[config.mk]
export PLATFORM = sky130hd
export DESIGN_NAME = intersection_liveness_monitor
export DESIGN_NICKNAME = d
export VERILOG_FILES = /design/src/rtl/intersection_liveness_monitor.sv
export SDC_FILE = /design/constraint.sdc
export NUM_CORES = 1
export LEC_CHECK = 0
export CAP_MARGIN = 20
export CORE_MARGIN = 2
export CORE_UTILIZATION = 30
export CTS_CLUSTER_DIAMETER = 40
export DETAILED_ROUTE_END_ITERATION = 8
export SYNTH_ARGS = -nofsm -noshare
export SYNTH_HDL_FRONTEND = slang
export SYNTH_SLANG_ARGS = --single-unit
[constraint.sdc]
create_clock -name clock -period 3.8 [get_ports clock]
set_clock_uncertainty 0.2 [all_clocks]
set_input_delay 0.76 -clock clock [delete_from_list [all_inputs] [get_ports clock]]
set_output_delay 0.76 -clock clock [all_outputs]
set_load 0.02 [all_outputs]
[src/rtl/intersection_liveness_monitor.sv]
`default_nettype none
// ============================================================================
// Module   : intersection_liveness_monitor
// Purpose  : Passive runtime monitor for the intersection controller. For
//            each request/green channel it checks that green follows a
//            request within MAX_WAIT cycles. It also checks that no
//            conflicting pair of greens is ever lit together. It keeps
//            sticky error flags, the worst observed latency per channel and
//            a saturating violation counter. It only observes; it never
//            drives the lights.
// Ports    : clock      - system clock, rising edge
//            reset      - asynchronous reset, active low
//            req        - per-channel service request (level)
//            green      - per-channel green indication
//            clear      - synchronous clear of sticky/statistics state
//            sel        - channel select for max_wait readout
//            pending    - request latched, green not yet seen
//            timeout    - sticky deadline-missed flag per channel
//            conflict   - sticky conflicting-green flag
//            err        - OR of timeout bits and conflict
//            max_wait   - worst recorded latency of channel sel
//            viol_count - saturating count of violation events
// Revision : 1.0 - initial release
// ============================================================================
module intersection_liveness_monitor #(
  parameter int NUM_CHAN = 4,
  parameter int MAX_WAIT = 25,
  parameter int CNT_W    = 8,
  parameter logic [NUM_CHAN*NUM_CHAN-1:0] CONFLICT_MASK = 16'h799E,
  parameter int VCNT_W   = 16
) (
  input  logic                        clock,
  input  logic                        reset,
  input  logic [NUM_CHAN-1:0]         req,
  input  logic [NUM_CHAN-1:0]         green,
  input  logic                        clear,
  input  logic [$clog2(NUM_CHAN)-1:0] sel,
  output logic [NUM_CHAN-1:0]         pending,
  output logic [NUM_CHAN-1:0]         timeout,
  output logic                        conflict,
  output logic                        err,
  output logic [CNT_W-1:0]            max_wait,
  output logic [VCNT_W-1:0]           viol_count
);

  localparam logic [1:0] ST_IDLE    = 2'd0;
  localparam logic [1:0] ST_WAIT    = 2'd1;
  localparam logic [1:0] ST_EXPIRED = 2'd2;

  localparam logic [CNT_W-1:0] MAX_WAIT_C = CNT_W'(MAX_WAIT);
  // Enough width for every channel timing out plus a conflict in one cycle.
  localparam int EV_W = $clog2(NUM_CHAN + 2);

  logic [NUM_CHAN-1:0]            to_evt_v;
  logic [NUM_CHAN-1:0][CNT_W-1:0] mw_all;

  // --------------------------------------------------------------------------
  // Per-channel deadline tracker
  // --------------------------------------------------------------------------
  for (genvar i = 0; i < NUM_CHAN; i++) begin : g_chan
    logic [1:0]       state;
    logic [1:0]       state_nxt;
    logic [CNT_W-1:0] cnt;
    logic [CNT_W-1:0] cnt_nxt;
    logic [CNT_W-1:0] cnt_inc;
    logic             pend;
    logic             to_evt;
    logic             rec_vld;
    logic [CNT_W-1:0] rec_lat;
    logic             to_reg;
    logic [CNT_W-1:0] mw_reg;
    logic [CNT_W-1:0] mw_base;
    logic [CNT_W-1:0] mw_nxt;

    assign cnt_inc = (cnt == {CNT_W{1'b1}}) ? cnt : cnt + CNT_W'(1);

    // State register
    always_ff @(posedge clock or negedge reset) begin
      if (!reset) begin
        state <= ST_IDLE;
        cnt   <= '0;
      end else begin
        state <= state_nxt;
        cnt   <= cnt_nxt;
      end
    end

    // Next-state logic. cnt counts cycles since the latching request, so
    // it also keeps counting on the transition into EXPIRED.
    always_comb begin
      state_nxt = state;
      cnt_nxt   = cnt;
      case (state)
        ST_IDLE: begin
          if (req[i] && !green[i]) begin
            state_nxt = ST_WAIT;
            cnt_nxt   = CNT_W'(1);
          end else begin
            cnt_nxt   = '0;
          end
        end
        ST_WAIT: begin
          if (green[i]) begin
            state_nxt = ST_IDLE;
            cnt_nxt   = '0;
          end else begin
            cnt_nxt = cnt_inc;
            if (cnt == MAX_WAIT_C) state_nxt = ST_EXPIRED;
          end
        end
        ST_EXPIRED: begin
          if (green[i]) begin
            state_nxt = ST_IDLE;
            cnt_nxt   = '0;
          end else begin
            cnt_nxt   = cnt_inc;
          end
        end
        default: begin
          state_nxt = ST_IDLE;
          cnt_nxt   = '0;
        end
      endcase
    end

    // Output logic: pending flag, timeout event and latency recording.
    // A request served in the same cycle it arrives records latency 0.
    always_comb begin
      pend    = (state == ST_WAIT) || (state == ST_EXPIRED);
      to_evt  = (state == ST_WAIT) && !green[i] && (cnt == MAX_WAIT_C);
      rec_vld = green[i] && (pend || (state == ST_IDLE && req[i]));
      rec_lat = pend ? cnt : '0;
    end

    // A new event in the same cycle as clear survives the clear.
    assign mw_base = clear ? '0 : mw_reg;
    assign mw_nxt  = (rec_vld && (rec_lat > mw_base)) ? rec_lat : mw_base;

    always_ff @(posedge clock or negedge reset) begin
      if (!reset) begin
        to_reg <= 1'b0;
        mw_reg <= '0;
      end else begin
        to_reg <= (to_reg && !clear) || to_evt;
        mw_reg <= mw_nxt;
      end
    end

    assign pending[i]  = pend;
    assign timeout[i]  = to_reg;
    assign to_evt_v[i] = to_evt;
    assign mw_all[i]   = mw_reg;
  end

  // --------------------------------------------------------------------------
  // Conflicting-green detection (upper triangle of the mask only)
  // --------------------------------------------------------------------------
  logic conf_now;

  always_comb begin
    conf_now = 1'b0;
    for (int a = 0; a < NUM_CHAN; a++) begin
      for (int b = a + 1; b < NUM_CHAN; b++) begin
        if (CONFLICT_MASK[a*NUM_CHAN+b] && green[a] && green[b]) conf_now = 1'b1;
      end
    end
  end

  // --------------------------------------------------------------------------
  // Violation counter and sticky conflict flag
  // --------------------------------------------------------------------------
  logic              conflict_r;
  logic [VCNT_W-1:0] viol_r;
  logic [EV_W-1:0]   ev_cnt;
  logic [VCNT_W-1:0] vc_base;
  logic [VCNT_W:0]   vc_sum;
  logic [VCNT_W-1:0] vc_nxt;

  always_comb begin
    ev_cnt = EV_W'(conf_now);
    for (int k = 0; k < NUM_CHAN; k++) begin
      ev_cnt = ev_cnt + EV_W'(to_evt_v[k]);
    end
    vc_base = clear ? '0 : viol_r;
    vc_sum  = {1'b0, vc_base} + (VCNT_W+1)'(ev_cnt);
    // Carry out of the top bit means the counter would wrap: hold at max.
    vc_nxt  = vc_sum[VCNT_W] ? {VCNT_W{1'b1}} : vc_sum[VCNT_W-1:0];
  end

  always_ff @(posedge clock or negedge reset) begin
    if (!reset) begin
      conflict_r <= 1'b0;
      viol_r     <= '0;
    end else begin
      conflict_r <= (conflict_r && !clear) || conf_now;
      viol_r     <= vc_nxt;
    end
  end

  assign conflict   = conflict_r;
  assign err        = (|timeout) || conflict_r;
  assign max_wait   = mw_all[sel];
  assign viol_count = viol_r;

endmodule
`default_nettype wire

; Yosys cells after proc, flatten, opt, wreduce, memory -nomap -nowiden
; Cells that the tools add are included.
; W data, S select, Z words.
[totals]
ff_bits = 93
in_bits = 13
out_inout_bits = 34
wordCells = 187
[op_classes]
addsub = 9
order_cmp = 5
n_eq_ne = 32
n_mux = 57
n_reduce_logical = 66
[ops]
columns = op, n
row1 = $mux W8, 21
row2 = $pmux W8 S2, 4
row3 = $logic_and A1 B1 Y1, 34
row4 = $add A8 B1 Y8 const B, 4
row5 = $eq A8 B5 Y1 const B, 4
row6 = $eq A8 B8 Y1 const B, 4
row7 = $gt A8 B8 Y1, 4
row8 = $mux W16, 2
row9 = $mux W2, 16
row10 = $pmux W2 S3, 4
row11 = $ne A3 B3 Y1 const B, 7
row12 = $add A16 B3 Y17, 1
row13 = $bmux W8 S2, 1
row14 = $ne A2 B2 Y1 const B, 8
row15 = $logic_or A1 B1 Y1, 14
row16 = $reduce_and A3 Y1, 4
row17 = $mux W1, 9
row18 = $eq A2 B1 Y1 const B, 4
row19 = $eq A2 B2 Y1 const B, 4
row20 = $logic_not A2 Y1, 4
row21 = $reduce_or A2 Y1, 4
row22 = $add A3 B1 Y3, 2
row23 = $logic_not A1 Y1, 5
row24 = $reduce_or A4 Y1, 1
row25 = 4 further kinds, 4

; Longest topological paths before layout
; Gate-level depths: netlist (run 1).
[logic_depth]
word_depth = 12
ltp_mapped = 13
mapped_depth_nobuf = 12

; Worst setup path before layout (run 1)
; No wires, ideal clock.
[synth_path]
path_type = input port to flip-flop
startpoint = input green[1]
endpoint = register viol_r[14] (netlist: viol_count[14])
setup_time_ns = 0.125
t_arrival_ns = 3.581
required_time_ns = 3.475
slack_ns = -0.105
cell_stages = 10
n_path_buf = 1
path_cell_list = buf_2 -> nor3b_1 -> fa_1 -> fa_1 -> ha_1 -> fa_1 -> a21oi_2 -> nor4_4 -> nand3_1 -> mux2_2
[synth_via]
elab_chain_len = 12
word_cells_on_any_way = 16
cone_classes = add/sub: 5 / mux: 6 / reduce/logical: 5
[synth_rtl]
columns = item, line_no
row1 = start: declaration, 35  ; input logic [NUM_CHAN-1:0] green,
row2 = $logic_and A1 B1 Y1, 164  ; if (CONFLICT_MASK[a*NUM_CHAN+b] && green[a] && green[b]) conf_now = 1'b1;
row3 = $mux W1 (5 in a row), 164
row4 = $add A1 B1 Y2, 182  ; ev_cnt = ev_cnt + EV_W'(to_evt_v[k]);
row5 = $add A2 B1 Y3 *, 182
row6 = $add A3 B1 Y3 * (2 in a row), 182
row7 = $add A16 B3 Y17 *, 185  ; vc_sum = {1'b0, vc_base} + (VCNT_W+1)'(ev_cnt);
row8 = $mux W16 *, 187  ; vc_nxt = vc_sum[VCNT_W] ? {VCNT_W{1'b1}} : vc_sum[VCNT_W-1:0];
row9 = via vc_nxt[14], 177  ; logic [VCNT_W-1:0] vc_nxt;
row10 = end signal: assignment, 196  ; viol_r <= vc_nxt;
row11 = end: declaration, 173  ; logic [VCNT_W-1:0] viol_r;
; Mark *: on every way through the listed nets, which the timed path passes. The rest lies on a longest branch.
; A chain may end at the register's enable or synchronous reset.

; Worst setup path after layout (run 1)
[layout_path]
startpoint = register g_chan[3].cnt[2]
endpoint = register viol_r[14] (netlist: viol_count[14])
[layout_via]
elab_chain_len = 5
[layout_rtl]
columns = item, line_no
row1 = start: declaration, 63  ; logic [CNT_W-1:0] cnt;
row2 = start signal: assignment, 84  ; cnt <= cnt_nxt;
row3 = $eq A8 B5 Y1, 130  ; to_evt = (state == ST_WAIT) && !green[i] && (cnt == MAX_WAIT_C);
row4 = $logic_and A1 B1 Y1, 130
row5 = $add A3 B1 Y3, 182
row6 = $add A16 B3 Y17, 185
row7 = $mux W16, 187
row8 = via vc_nxt[14], 177
; The timed path passes the listed nets, and every way through them passes these cells.

==> results.ini, run 1 <==
[die]
die_x_um=151
core_area_um2=21100
ioPinCount=47
num_rows=53
die_h_um=151
die_area_um2=22700
start_util=0.306

[setup_path]
reg2reg_to=viol_count[14]
r2r_slack_ps=-30
cp_data_arrival_time_ps=3860
path_class=reg -> reg
end_kind=flip-flop
cp_max_fo=8
cp-start-kind=flip-flop
worstRegToRegCells=12
cp.required_ps=3830
reg2reg_from=g_chan[3].cnt[2]

[logic_synthesis]
synth_area_leaders=dfrtp_1 (36%), ha_1 (12%), nand2_1 (5.4%)
synth_top_area_share=0.361
syn_nets=758
yosys.area.top_type=dfrtp_1
yosysSeqAreaShare=0.361
synth_edf_count=0
yosys_warnings=0
yosysMostFrequentCell=dfrtp_1
syn-cell-area_um2=6450
syn_area_per_cell_um2=9.45
synth-seq-cells=93
synthArstFlopShare=1.00
synth_commonest_cells=dfrtp_1 (93), nand2_1 (92), ha_1 (60), inv_1 (56)
ys.flop_type=dfrtp_1
syn_inst=682
synth_cell_type_count=66

[cells_and_area]
area_growth_pct=22.9
num_antenna_cells=0
drive_gt1_frac=0.149
nets=835
nFillCells=2140
postLayoutCoreUtil=0.376

[global_routing]
antenna_found_initial=0
grt_pass1_vias=5166
grt_overflow=0
grt_max_degree=94
grt_pass1_wl_um=25700
grt_usage=0.142

[flow_run]
cap_violations=0

[drt]
wl_per_cell_um=14.7
viasPerCell=5.04
drt_iter0_drc=253
drc_errors=0
firstDrtPassIters=5
wl_um=15300
ant_nets=0
vias=5236
met2_length_um=7260
met1_length_um=7330
met3_length_um=400
highest_layer=met4

[status]
violations=negative setup slack
status=finished with violations

[pwr]
swShare=0.336
pwr-share-comb=0.315
p_int_mw=1.97
pwr-share-clk=0.309
leakage_nw=3.70
power_density_nw_per_um2=375
power_mw=2.97
seq_power_share=0.376
ir_drop_v=0.000236
p_sw_uw=999

[place]
gp_congestion=0.806
hpwl_um=11300
place.port_buffers=46
dpl_worst_slack_ps=-587

[cts]
cts_tree=built
clockBufferDepth=2
cts.htree.levels=3
clk_latency_ps=350
cts.sinks=93
postCtsHoldBufs=0
cts.clk_slew.worst_paths_ps=70
cts_made_buffers=9
cts_root_buf=clkbuf_16

[sta]
setup_slack_ps=-26.4
finalCritPeriodShare=1.01
maxSlewHeadroom=0.488
fmax_ghz=0.261
final.setup.tns_ps=-26.4
timing.hold.ws_ps=241
min_period_ps=3830
report.final.setup_viol=1
drv_slew=0
rsz0062_at_grt=true
hold_viol_final=0
tightestPinTransition_ps=761

[hold_path]
hold_class=in -> async

## worst max path at each step
stage	depth (start not counted)	endpoint	slack (ps)	from
6_report	12	viol_count[14]	-30	g_chan[3].cnt[2]
5_1_grt	13	viol_count[14]	-200	g_chan[1].cnt[2]
4_1_cts	13	viol_count[14]	-110	g_chan[1].cnt[2]
3_5_place_dp	11	viol_count[10]	-590	green[3]
3_3_place_gp	11	viol_count[14]	-550	green[3]
2_1_floorplan	12	viol_count[10]	-1	g_chan[1].cnt[6]
## power groups by stage
| stage | logic (mW) | registers [mW] | clock network [mW] |
|---|---|---|---|
| final | 0.934 | 1.12 | 0.917 |
| after global routing | 1.05 | 1.13 | 0.988 |
| after CTS | 0.938 | 1.12 | 0.949 |
| after detailed placement | 0.930 | 1.14 | 0 |
| after global placement | 0.924 | 1.14 | 0 |
| after floorplan | 0.649 | 1.14 | 0 |
## through the flow
| stage | instances | instance area, um2 |
|---|---|---|
| floorplan | 682 | 6490 |
| global placement | 1019 | 7520 |
| detailed placement | 1019 | 7520 |
| CTS | 1036 | 7850 |
| global route | 1039 | 7930 |
| finish | 1039 | 7930 |
## area by class of cell
type | instances | area, um2 | share of cell area
multi-input cells | 500 | 3840 | 0.485
clock buffers | 11 | 233 | 0.0294
flip-flops and latches | 93 | 2330 | 0.294
well taps | 275 | 344 | 0.0434
clock inverters | 5 | 60.1 | 0.00758
inverters | 56 | 210 | 0.0265
repair buffers | 99 | 908 | 0.115
## placed cells by master (no fill, tap or decap), types with 4 or more instances in the layout
| cell type | count |
|---|---|
| nor2_1 | 26 |
| and3_1 | 5 |
| a21oi_1 | 22 |
| inv_1 | 56 |
| o21ai_0 | 30 |
| nor3_1 | 9 |
| nand2_1 | 92 |
| a41o_1 | 4 |
| nand2b_1 | 9 |
| o311ai_0 | 7 |
| or3_1 | 5 |
| mux4_2 | 8 |
| mux2i_1 | 32 |
| clkbuf_16 | 9 |
| o21a_1 | 7 |
| o31ai_1 | 6 |
| dfrtp_1 | 93 |
| xor2_1 | 5 |
| nand3_1 | 18 |
| buf_4 | 47 |
| or2_2 | 4 |
| nor2b_1 | 9 |
| and4b_1 | 4 |
| ha_1 | 59 |
| a211o_1 | 9 |
| a211oi_1 | 4 |
| xnor2_1 | 7 |
| nand3b_1 | 5 |
| or4_1 | 5 |
| o211ai_1 | 9 |
| nand4_1 | 21 |
| clkdlybuf4s50_1 | 45 |
| nor4_2 | 4 |
| a21o_1 | 17 |
| a211oi_4 | 4 |
## what timing repair did
action,4_1_cts,5_1_grt
cloned,0,1
gates resized for setup,7,12
pin swaps,16,9
setup endpoints to repair,16,16
buffers inserted,1,2
## cell families after synthesis
kind of cell,Yosys count,share of synthesized area
compound gates,141,0.158
xor+xnor,12,0.0163
buf+inv,89,0.0594
fa+ha+maj,63,0.126
simple gates,242,0.198
mux,42,0.0811
flops,93,0.361
## per-layer routing
layer  track usage  vias up
met5             0        -
met4        0.0463        0
met3        0.0248       12
li1              -     2608
met2         0.235       59
met1         0.187     2557
## worst max-delay path, cell delays in order (launching register included)
cell	delay, ps
dfrtp_1	390
nor4_2	290
nand4_1	220
nor3b_4	350
fa_1	480
fa_2	510
ha_4	180
fa_2	360
a21oi_4	180
nor4_4	60
buf_6	140
nand3_2	60
mux2_4	290
Power figures use the tool's default switching activity.
==> run 2, diff against run 1 <==
Settings changed: SKIP_LAST_GASP from default to 1.
==> results.ini, run 2 (synthesized netlist as in run 1, its figures left out) <==
[sta]
finalCritPeriodShare=1.00
setup_slack_ps=-16.1
fmax_ghz=0.262
maxSlewHeadroom=0.488
hold_viol_final=0
report.final.setup_viol=1
min_period_ps=3820
timing.hold.ws_ps=248
rsz0062_at_grt=true
final.setup.tns_ps=-16.1
tightestPinTransition_ps=761
drv_slew=0

[setup_path]
cp-endpoint=viol_count[14]
crit_path_max_incr_delay_ps=510
crit_slowest_cell=fa_2
reg2reg_to=viol_count[14]
r2r_slack_ps=-20
cp-start-kind=flip-flop
worstRegToRegCells=12
crit_chain=nor4_2, nand4_1, nor3b_4, fa_1, fa_2, ha_4, fa_2, a21oi_4, nor4_4, buf_6, nand3_2, mux2_4
critical_path.startpoint=g_chan[3].cnt[2]
reg2reg_from=g_chan[3].cnt[2]
crit_top_cell=fa_2
path_class=reg -> reg
cp.required_ps=3830
cp_max_fo=8
end_kind=flip-flop
cp_data_arrival_time_ps=3850

[pwr]
power_density_nw_per_um2=375
pwr-share-comb=0.314
swShare=0.336
p_int_mw=1.97
p_sw_uw=997
leakage_nw=3.69
pwr-share-clk=0.309
ir_drop_v=0.000236
seq_power_share=0.377

[global_routing]
grt_util_met3=0.0248
antenna_found_initial=0
grt_usage=0.142
grt_overflow=0
grt_pass1_wl_um=25700
grt.busiest_layer=met2
use_met2=0.235
grt.met1_usage=0.187
grt_max_degree=94
grt_pass1_vias=5166

[cts]
clk_latency_ps=350
cts_tree=built
cts_made_buffers=9
clockBufferDepth=2
cts.htree.levels=3
postCtsHoldBufs=0
cts.clk_slew.worst_paths_ps=70
cts.sinks=93
cts_root_buf=clkbuf_16

[place]
hpwl_um=11300
place.port_buffers=46
dpl_worst_slack_ps=-587
dp_cells=1019
gp_congestion=0.806

[drt]
firstDrtPassIters=4
wl_um=15200
drc_errors=0
drt_iter0_drc=232
viasPerCell=5.05
wl_per_cell_um=14.6
ant_nets=0
vias=5246

[cells_and_area]
num_antenna_cells=0
drive_gt1_frac=0.145
nets=835
layout_common_cells=dfrtp_1 (93), nand2_1 (92), ha_1 (59)
layout_commonest_cell=dfrtp_1
fin_cells=1039
area_growth_pct=22.7

[status]
violations=negative setup slack
status=finished with violations

[die]
start_util=0.306
die_h_um=151
core_area_um2=21100
die_area_um2=22700
ioPinCount=47
die_x_um=151
num_rows=53

[flow_run]
cap_violations=0

[hold_path]
hold_class=in -> async

[run 2: cell counts in the layout (fill, tap and decap cells not counted)]
No cell type changed its count.
[run 2: layout make-up]
class                           instances  area [um2]
Fill cell                            2141       13200
Timing Repair Buffer                   99         908
Sequential cell                        93        2330
Clock inverter                          5        60.1
Multi-Input combinational cell        500        3830
Tap cell                              275         344
Clock buffer                           11         233
Inverter                               56         210
[run 2: how the worst min path moves through the flow]
| stage | slack (ps) | depth (start not counted) | end |
|---|---|---|---|
| floorplan | 260 | 0 | conflict |
| global route | 310 | 2 | viol_count[7] |
| detailed placement | 320 | 1 | g_chan[0].cnt[4] |
| CTS | 290 | 2 | g_chan[3].state[1] |
| finish | 250 | 2 | viol_count[7] |
| global placement | 320 | 1 | g_chan[0].cnt[4] |
[run 2: power by group through the flow]
stage          combinational [mW]  sequential [mW]  clock [mW]
3_3_place_gp                0.924             1.14           0
4_1_cts                     0.938             1.12       0.949
3_5_place_dp                0.930             1.14           0
2_1_floorplan               0.649             1.14           0
6_report                    0.933             1.12       0.916
5_1_grt                      1.05             1.13       0.988
[run 2: worst max-delay path: cells and delay by family, from the launching register on]
| kind | cells | cell delay [ps] |
|---|---|---|
| adder cells (fa/ha/maj) | 4 | 1530 |
| AND/OR/NAND/NOR | 5 | 980 |
| flip-flops | 1 | 390 |
| multiplexers | 1 | 290 |
| AO/OA/AOI/OAI | 1 | 180 |
| buffers and inverters | 1 | 140 |
[run 2: what timing repair did]
item / in CTS / in global routing
pin swaps: 16 / 9
cloned: 0 / 1
gates resized for setup: 7 / 8
endpoints found under the setup margin: 16 / 16
endpoints found under the hold margin: 0 / 0
buffers inserted: 1 / 2
[run 2: metal layers]
metal	vias up	wire length, um	part of all wire
li1	2608	-	-
met1	2549	7230	0.48
met2	75	7220	0.48
met3	14	444	0.029
met4	0	274	0.018
met5	-	0	0
[run 2: metrics by stage]
stage | utilization | instance area, um2 | total power, mW
after global placement | 0.357 | 7520 | 2.06
after floorplan | - | 6490 | 1.79
after detailed placement | 0.357 | 7520 | 2.07
after CTS | 0.372 | 7850 | 3.01
final | 0.375 | 7910 | 2.97
after global routing | 0.375 | 7910 | 3.17
